$ cat src/rtl/joypad_pkg.sv
// Shared definitions for the NES joypad poller.
//   joy_state_e : poller FSM states
//   BTN_*       : bit positions of each button in the parallel word
//   NUM_BITS    : serial bits shifted out per transaction
package joypad_pkg;

  typedef enum logic [2:0] {
    ST_IDLE,
    ST_STROBE,
    ST_LOW,
    ST_HIGH,
    ST_DONE
  } joy_state_e;

  localparam int unsigned NUM_BITS  = 8;

  localparam int unsigned BTN_A      = 0;
  localparam int unsigned BTN_B      = 1;
  localparam int unsigned BTN_SELECT = 2;
  localparam int unsigned BTN_START  = 3;
  localparam int unsigned BTN_UP     = 4;
  localparam int unsigned BTN_DOWN   = 5;
  localparam int unsigned BTN_LEFT   = 6;
  localparam int unsigned BTN_RIGHT  = 7;

endpackage

$ cat src/rtl/joypad_sync.sv
// Two-flop synchroniser for the asynchronous pad data line.
//   clk_i : system clock
//   rst_i : synchronous active-high reset (flops load 1, the idle-high wire level)
//   d_i   : asynchronous input
//   q_o   : synchronised output, two cycles of latency
module joypad_sync (
  input  logic clk_i,
  input  logic rst_i,
  input  logic d_i,
  output logic q_o
);

  logic meta_q;
  logic sync_q;

  always_ff @(posedge clk_i) begin
    if (rst_i) begin
      meta_q <= 1'b1;
      sync_q <= 1'b1;
    end else begin
      meta_q <= d_i;
      sync_q <= meta_q;
    end
  end

  assign q_o = sync_q;

endmodule

$ cat src/rtl/joypad_poller.sv
// Autonomous NES controller poller. Every POLL_PERIOD cycles (when enabled and
// idle) it strobes the pad, clocks out 8 serial bits and publishes an
// active-high parallel button word.
//   clock      : system clock
//   reset      : synchronous active-high reset
//   enable     : permits new transactions (in-flight ones always complete)
//   joy_data   : pad serial data, asynchronous, active-low on the wire
//   joy_strobe : latch pulse to the pad (registered)
//   joy_clock  : shift clock to the pad (registered)
//   buttons    : [0]=A [1]=B [2]=Select [3]=Start [4]=Up [5]=Down [6]=Left [7]=Right
//   valid      : one-cycle pulse in the cycle buttons is updated
// Build option: define JOYPAD_POLLER_DEBOUNCE_EN to only update buttons when two
// consecutive raw words agree.
module joypad_poller
  import joypad_pkg::*;
#(
  parameter int unsigned HALF_BIT    = 64,
  parameter int unsigned POLL_PERIOD = 350000
) (
  input  logic       clock,
  input  logic       reset,
  input  logic       enable,
  input  logic       joy_data,
  output logic       joy_strobe,
  output logic       joy_clock,
  output logic [7:0] buttons,
  output logic       valid
);

  localparam int unsigned PH_W  = (HALF_BIT > 1) ? $clog2(HALF_BIT) : 1;
  localparam int unsigned CNT_W = (POLL_PERIOD > 1) ? $clog2(POLL_PERIOD) : 1;
  localparam int unsigned IDX_W = $clog2(NUM_BITS);

  localparam logic [PH_W-1:0]  PH_LAST  = PH_W'(HALF_BIT - 1);
  localparam logic [CNT_W-1:0] CNT_LAST = CNT_W'(POLL_PERIOD - 1);
  localparam logic [IDX_W-1:0] IDX_LAST = IDX_W'(NUM_BITS - 1);

  joy_state_e          state_q;
  logic [CNT_W-1:0]    cnt_q;
  logic [CNT_W-1:0]    cnt_d;
  logic [PH_W-1:0]     ph_q;
  logic [IDX_W-1:0]    idx_q;
  logic [NUM_BITS-1:0] shift_q;
  logic [NUM_BITS-1:0] word_d;
  logic                strobe_q;
  logic                clk_q;
  logic [NUM_BITS-1:0] buttons_q;
  logic                valid_q;
  logic                tick;
  logic                data_sync;
  logic                data_bit;
  logic                load_en;

  joypad_sync u_sync (
    .clk_i (clock),
    .rst_i (reset),
    .d_i   (joy_data),
    .q_o   (data_sync)
  );

  // Wire is active-low; a pulled-up (unplugged) line reads as released.
  assign data_bit = ~data_sync;

  always_comb begin
    tick   = (cnt_q == CNT_LAST);
    cnt_d  = tick ? '0 : cnt_q + 1'b1;
    // Raw word including the bit being sampled this cycle, so the final bit
    // can be published in the same edge that enters DONE.
    word_d = shift_q;
    word_d[idx_q] = data_bit;
  end

`ifdef JOYPAD_POLLER_DEBOUNCE_EN
  logic [NUM_BITS-1:0] prev_raw_q;
  assign load_en = (word_d == prev_raw_q);
`else
  assign load_en = 1'b1;
`endif

  // buttons/valid are registered on the edge entering DONE so that they are
  // visible exactly during the DONE cycle.
  always_ff @(posedge clock) begin
    if (reset) begin
      state_q   <= ST_IDLE;
      cnt_q     <= '0;
      ph_q      <= '0;
      idx_q     <= '0;
      shift_q   <= '0;
      strobe_q  <= 1'b0;
      clk_q     <= 1'b0;
      buttons_q <= '0;
      valid_q   <= 1'b0;
`ifdef JOYPAD_POLLER_DEBOUNCE_EN
      prev_raw_q <= '0;
`endif
    end else begin
      cnt_q   <= cnt_d;
      valid_q <= 1'b0;
      case (state_q)
        ST_IDLE: begin
          if (tick && enable) begin
            state_q  <= ST_STROBE;
            strobe_q <= 1'b1;
            ph_q     <= '0;
          end
        end
        ST_STROBE: begin
          if (ph_q == PH_LAST) begin
            state_q  <= ST_LOW;
            strobe_q <= 1'b0;
            ph_q     <= '0;
            idx_q    <= '0;
          end else begin
            ph_q <= ph_q + 1'b1;
          end
        end
        ST_LOW: begin
          if (ph_q == PH_LAST) begin
            shift_q <= word_d;
            ph_q    <= '0;
            if (idx_q == IDX_LAST) begin
              state_q <= ST_DONE;
              valid_q <= 1'b1;
              if (load_en) begin
                buttons_q <= word_d;
              end
`ifdef JOYPAD_POLLER_DEBOUNCE_EN
              prev_raw_q <= word_d;
`endif
            end else begin
              state_q <= ST_HIGH;
              clk_q   <= 1'b1;
            end
          end else begin
            ph_q <= ph_q + 1'b1;
          end
        end
        ST_HIGH: begin
          if (ph_q == PH_LAST) begin
            state_q <= ST_LOW;
            clk_q   <= 1'b0;
            ph_q    <= '0;
            idx_q   <= idx_q + 1'b1;
          end else begin
            ph_q <= ph_q + 1'b1;
          end
        end
        ST_DONE: begin
          state_q <= ST_IDLE;
        end
        default: begin
          state_q  <= ST_IDLE;
          strobe_q <= 1'b0;
          clk_q    <= 1'b0;
        end
      endcase
    end
  end

  assign joy_strobe = strobe_q;
  assign joy_clock  = clk_q;
  assign buttons    = buttons_q;
  assign valid      = valid_q;

endmodule

$ cat config.mk
export PLATFORM = sky130hd
export DESIGN_NAME = joypad_poller
export DESIGN_NICKNAME = d
export VERILOG_FILES = /design/src/rtl/joypad_pkg.sv /design/src/rtl/joypad_sync.sv /design/src/rtl/joypad_poller.sv
export SDC_FILE = /design/constraint.sdc
export NUM_CORES = 1
export LEC_CHECK = 0
export ABC_AREA = 0
export CAP_MARGIN = 30
export CORE_ASPECT_RATIO = 0.9
export CORE_MARGIN = 5
export CORE_UTILIZATION = 40
export CTS_CLUSTER_DIAMETER = 60
export DETAILED_ROUTE_END_ITERATION = 10
export SYNTH_ARGS = -nofsm -noshare
export SYNTH_HDL_FRONTEND = slang
export SYNTH_SLANG_ARGS = --single-unit
export TNS_END_PERCENT = 20
$ cat constraint.sdc
create_clock -name clock -period 1.8 [get_ports clock]
set_input_delay 0.54 -clock clock [delete_from_list [all_inputs] [get_ports clock]]
set_output_delay 0.54 -clock clock [all_outputs]
set_load 0.01 [all_outputs]
==> results by group <==
Run status
  • Status: complete, no violations

Clocking
  • Deepest clock path buffer count: 2
  • TritonCTS buffer count: 5
  • Reg clk slew, reported paths: 100 ps
  • H-tree Lvls: 2
  • Sink Count: 52
  • CTS tree: built
  • Post-CTS Hold Fix Bufs: 0
  • Clock Latency Late Sink: ~310 ps
  • Root buffer cell: clkbuf_8

Finish
  • Final #Nets: 347
  • Share of layout cells above drive strength 1: 19.7%
  • Diode count: 0
  • Fillers: 554
  • Post-route cell area: 0.00309 sq mm
  • Syn-to-layout area delta: 23.5%

Yosys
  • Yosys top cell by area: dfxtp_1
  • Syn Nets: 308
  • Async set-reset flop share out of synthesis: 0%
  • Synth top area share: 41.6%
  • Yosys reg bits: 52
  • Synthesized area: between 0.002 and 0.003 sq mm
  • Post-synth top cells: dfxtp_1, nand2_1, nor2_1, nand3_1, a21oi_1
  • EDFF count, synth: 0
  • Synth area leaders: dfxtp_1, nand3_1, a21oi_1
  • Avg Inst Size Synth: 8.35 sq um
  • Post-synth top flop: dfxtp_1
  • Yosys warns: 0
  • Top-count cell post-synth: dfxtp_1
  • Syn Inst Count: 300
  • Sequential share of the synthesized area: 41.6%
  • Count of different cell masters after synthesis: 52

Worst setup path
  • CP arrival: 1980 ps
  • Slowest CP cell: or4_4
  • Critical-path maximum fanout: 3
  • WP data required: 2010 ps
  • Critical path's top delay family: simple AND/OR/NAND/NOR gates
  • WP buf/inv: 0
  • Crit-path cells: ha_4 > nand2_4 > or4_4 > or3_4 > a41o_1
  • CP startpoint kind: register
  • Crit. End Element: register
  • Setup CP Type: register to register
  • Largest stage delay, worst path: 520 ps

Route
  • Vias per inst: 5.11
  • Post-route ant nets: 0
  • Drt first-iter violations: 123
  • Drt total wl: 5500 um
  • Avg WL per Cell: 12.9 um
  • Via Count: approximately 2,200
  • DR pass1 iterations: 4
  • DRC errors left: 0

STA
  • Setup slack after layout: approximately 27 ps
  • Fmax: 564 MHz
  • Worst Skew: around 5.1 ps
  • Pins Over Slew Limit: 0
  • Tightest Pin Transition: 413 ps
  • Worst slew margin: 72.1%
  • Period utilization: 98.5%
  • WHS: 409 ps
  • Final Hold Vio Count: 0
  • Tmin final: 1770 ps
  • Final setup viols: 0
  • RSZ-0062 raised after global routing: true

GRT
  • GRT Overall Usage: between 10% and 20%
  • Vias in the first global route: 2,094
  • First-pass GRT wire length: 9650 um
  • GRT overflow: 0
  • Antenna violations before repair: 0
  • Largest net degree at the start of global routing: 19

Power
  • PwrDens: between 600 and 700 mW/mm^2
  • Total power: 1920 uW
  • Power share of the combinational group: 4.0%
  • Sw frac: 23.4%
  • Internal Power: 1470 uW
  • Lkg Pwr: 0.00110 uW
  • VDD IR max: 0.394 mV
  • Clk pwr share: 35.3%
  • Sequential power share: 60.7%
  • Switching pwr: 450 uW

Floorplan
  • Die area: a little under 0.008 sq mm
  • Die W: just over 90 um
  • Core area: 0.00611 sq mm
  • Num rows: 27
  • Initial Util: between 40 and 50%
  • Die Y: 85.1 um
  • Io pins: 15

Flow run
  • Max-cap check violation count: 0

Min path
  • Worst min path class: register to register

Placement
  • Dpl cell area: 0.00298 sq mm
  • Pre-CTS setup slack: 4.25 ps
  • Hpwl dp: 3990 um
  • Gpl congestion: about 0.82
  • Port Buffer Count: 14
==> layout by cell type (no fill, tap or decap), types with 3 or more instances in the layout <==
master and count:
dfxtp_1 49, buf_4 36, nor2_1 27, nand2_1 26, nand3_1 26, a21oi_1 23, clkdlybuf4s50_1 13, inv_1 12
o21ai_0 11, mux2i_1 11, xnor2_1 10, nor3_1 8, or2_2 7, nand4_1 7, clkbuf_8 5, nor4_1 4
or3_1 4, o31ai_1 3, nand4b_1 3, xor2_1 3, ha_1 3, dfxtp_2 3
==> path summary, 6_finish.rpt <==
kind | start | end | slack, ps | cells past startpoint
setup / recovery | cnt_q[0] | ph_q[2] | 30 | 5
hold reg to reg | u_sync.meta_q | u_sync.q_o | 410 | 1
hold / removal | u_sync.meta_q | u_sync.q_o | 410 | 1
setup reg to reg | cnt_q[0] | ph_q[2] | 30 | 5
==> power groups by stage <==
stage / Clock, uW / Sequential (uW) / Combinational, uW
2_1_floorplan: 0 / 1190 / 41.0
5_1_grt: 748 / 1170 / 87.0
4_1_cts: 704 / 1170 / 77.0
3_3_place_gp: 0 / 1190 / 76.0
6_report: 678 / 1170 / 77.6
3_5_place_dp: 0 / 1190 / 77.0
==> per-layer routing <==
metal	vias to the layer above	track usage (%)	wire, um
met2	19	23.2	2490
met4	0	3.99	65
met3	7	2.93	122
met1	1011	20.5	2830
met5	-	0	0
li1	1146	-	-
==> worst register-to-register path: stages, from the launching register on <==
cell	delay (ps)
dfxtp_2	360
ha_4	150
nand2_4	50
or4_4	520
or3_4	420
a41o_1	180
==> stage by stage <==
stage | cells | utilization, % | TNS, ps
floorplan | 300 | - | 0
detailed placement | 419 | 48.7 | 0
global placement | 419 | 48.7 | 0
finish | 427 | 50.6 | 0
global route | 427 | 50.6 | -153
CTS | 427 | 50.2 | 0
==> sequential cells by signal (all words and copies together), names as in the netlist <==
signal	cells
u_sync.meta_q	1
cnt_q	19
valid	1
shift_q	8
idx_q	3
u_sync.q_o	1
joy_clock	1
buttons	8
ph_q	6
state_q	3
joy_strobe	1
==> kinds of logic after synthesis <==
| kind of cell | after synthesis | synth area share (%) |
|---|---|---|
| AOI/OAI and AO/OA | 56 | 14.0 |
| xor gates and xnor gates | 13 | 4.55 |
| adders and majority gates | 4 | 2.00 |
| buffers and inverters | 32 | 5.25 |
| DFF | 52 | 41.6 |
| muxes | 11 | 4.40 |
| and+or+nand+nor | 132 | 28.2 |
==> repair_timing <==
item	4_1_cts	5_1_grt
buffers inserted	0	0
setup endpoints to repair	0	20
gates resized for setup	0	8
==> layout make-up <==
class / count / area (sq um) / area share, %
clock inverters: 3 / 23.8 / 0.769
repair buffers: 51 / 433 / 14.0
clock buffers: 5 / 68.8 / 2.23
multi-input cells: 216 / 1360 / 44.1
well taps: 87 / 109 / 3.52
inverters: 13 / 48.8 / 1.58
flip-flops and latches: 52 / 1040 / 33.8
Note: power is estimated with default switching activity, not from simulation.
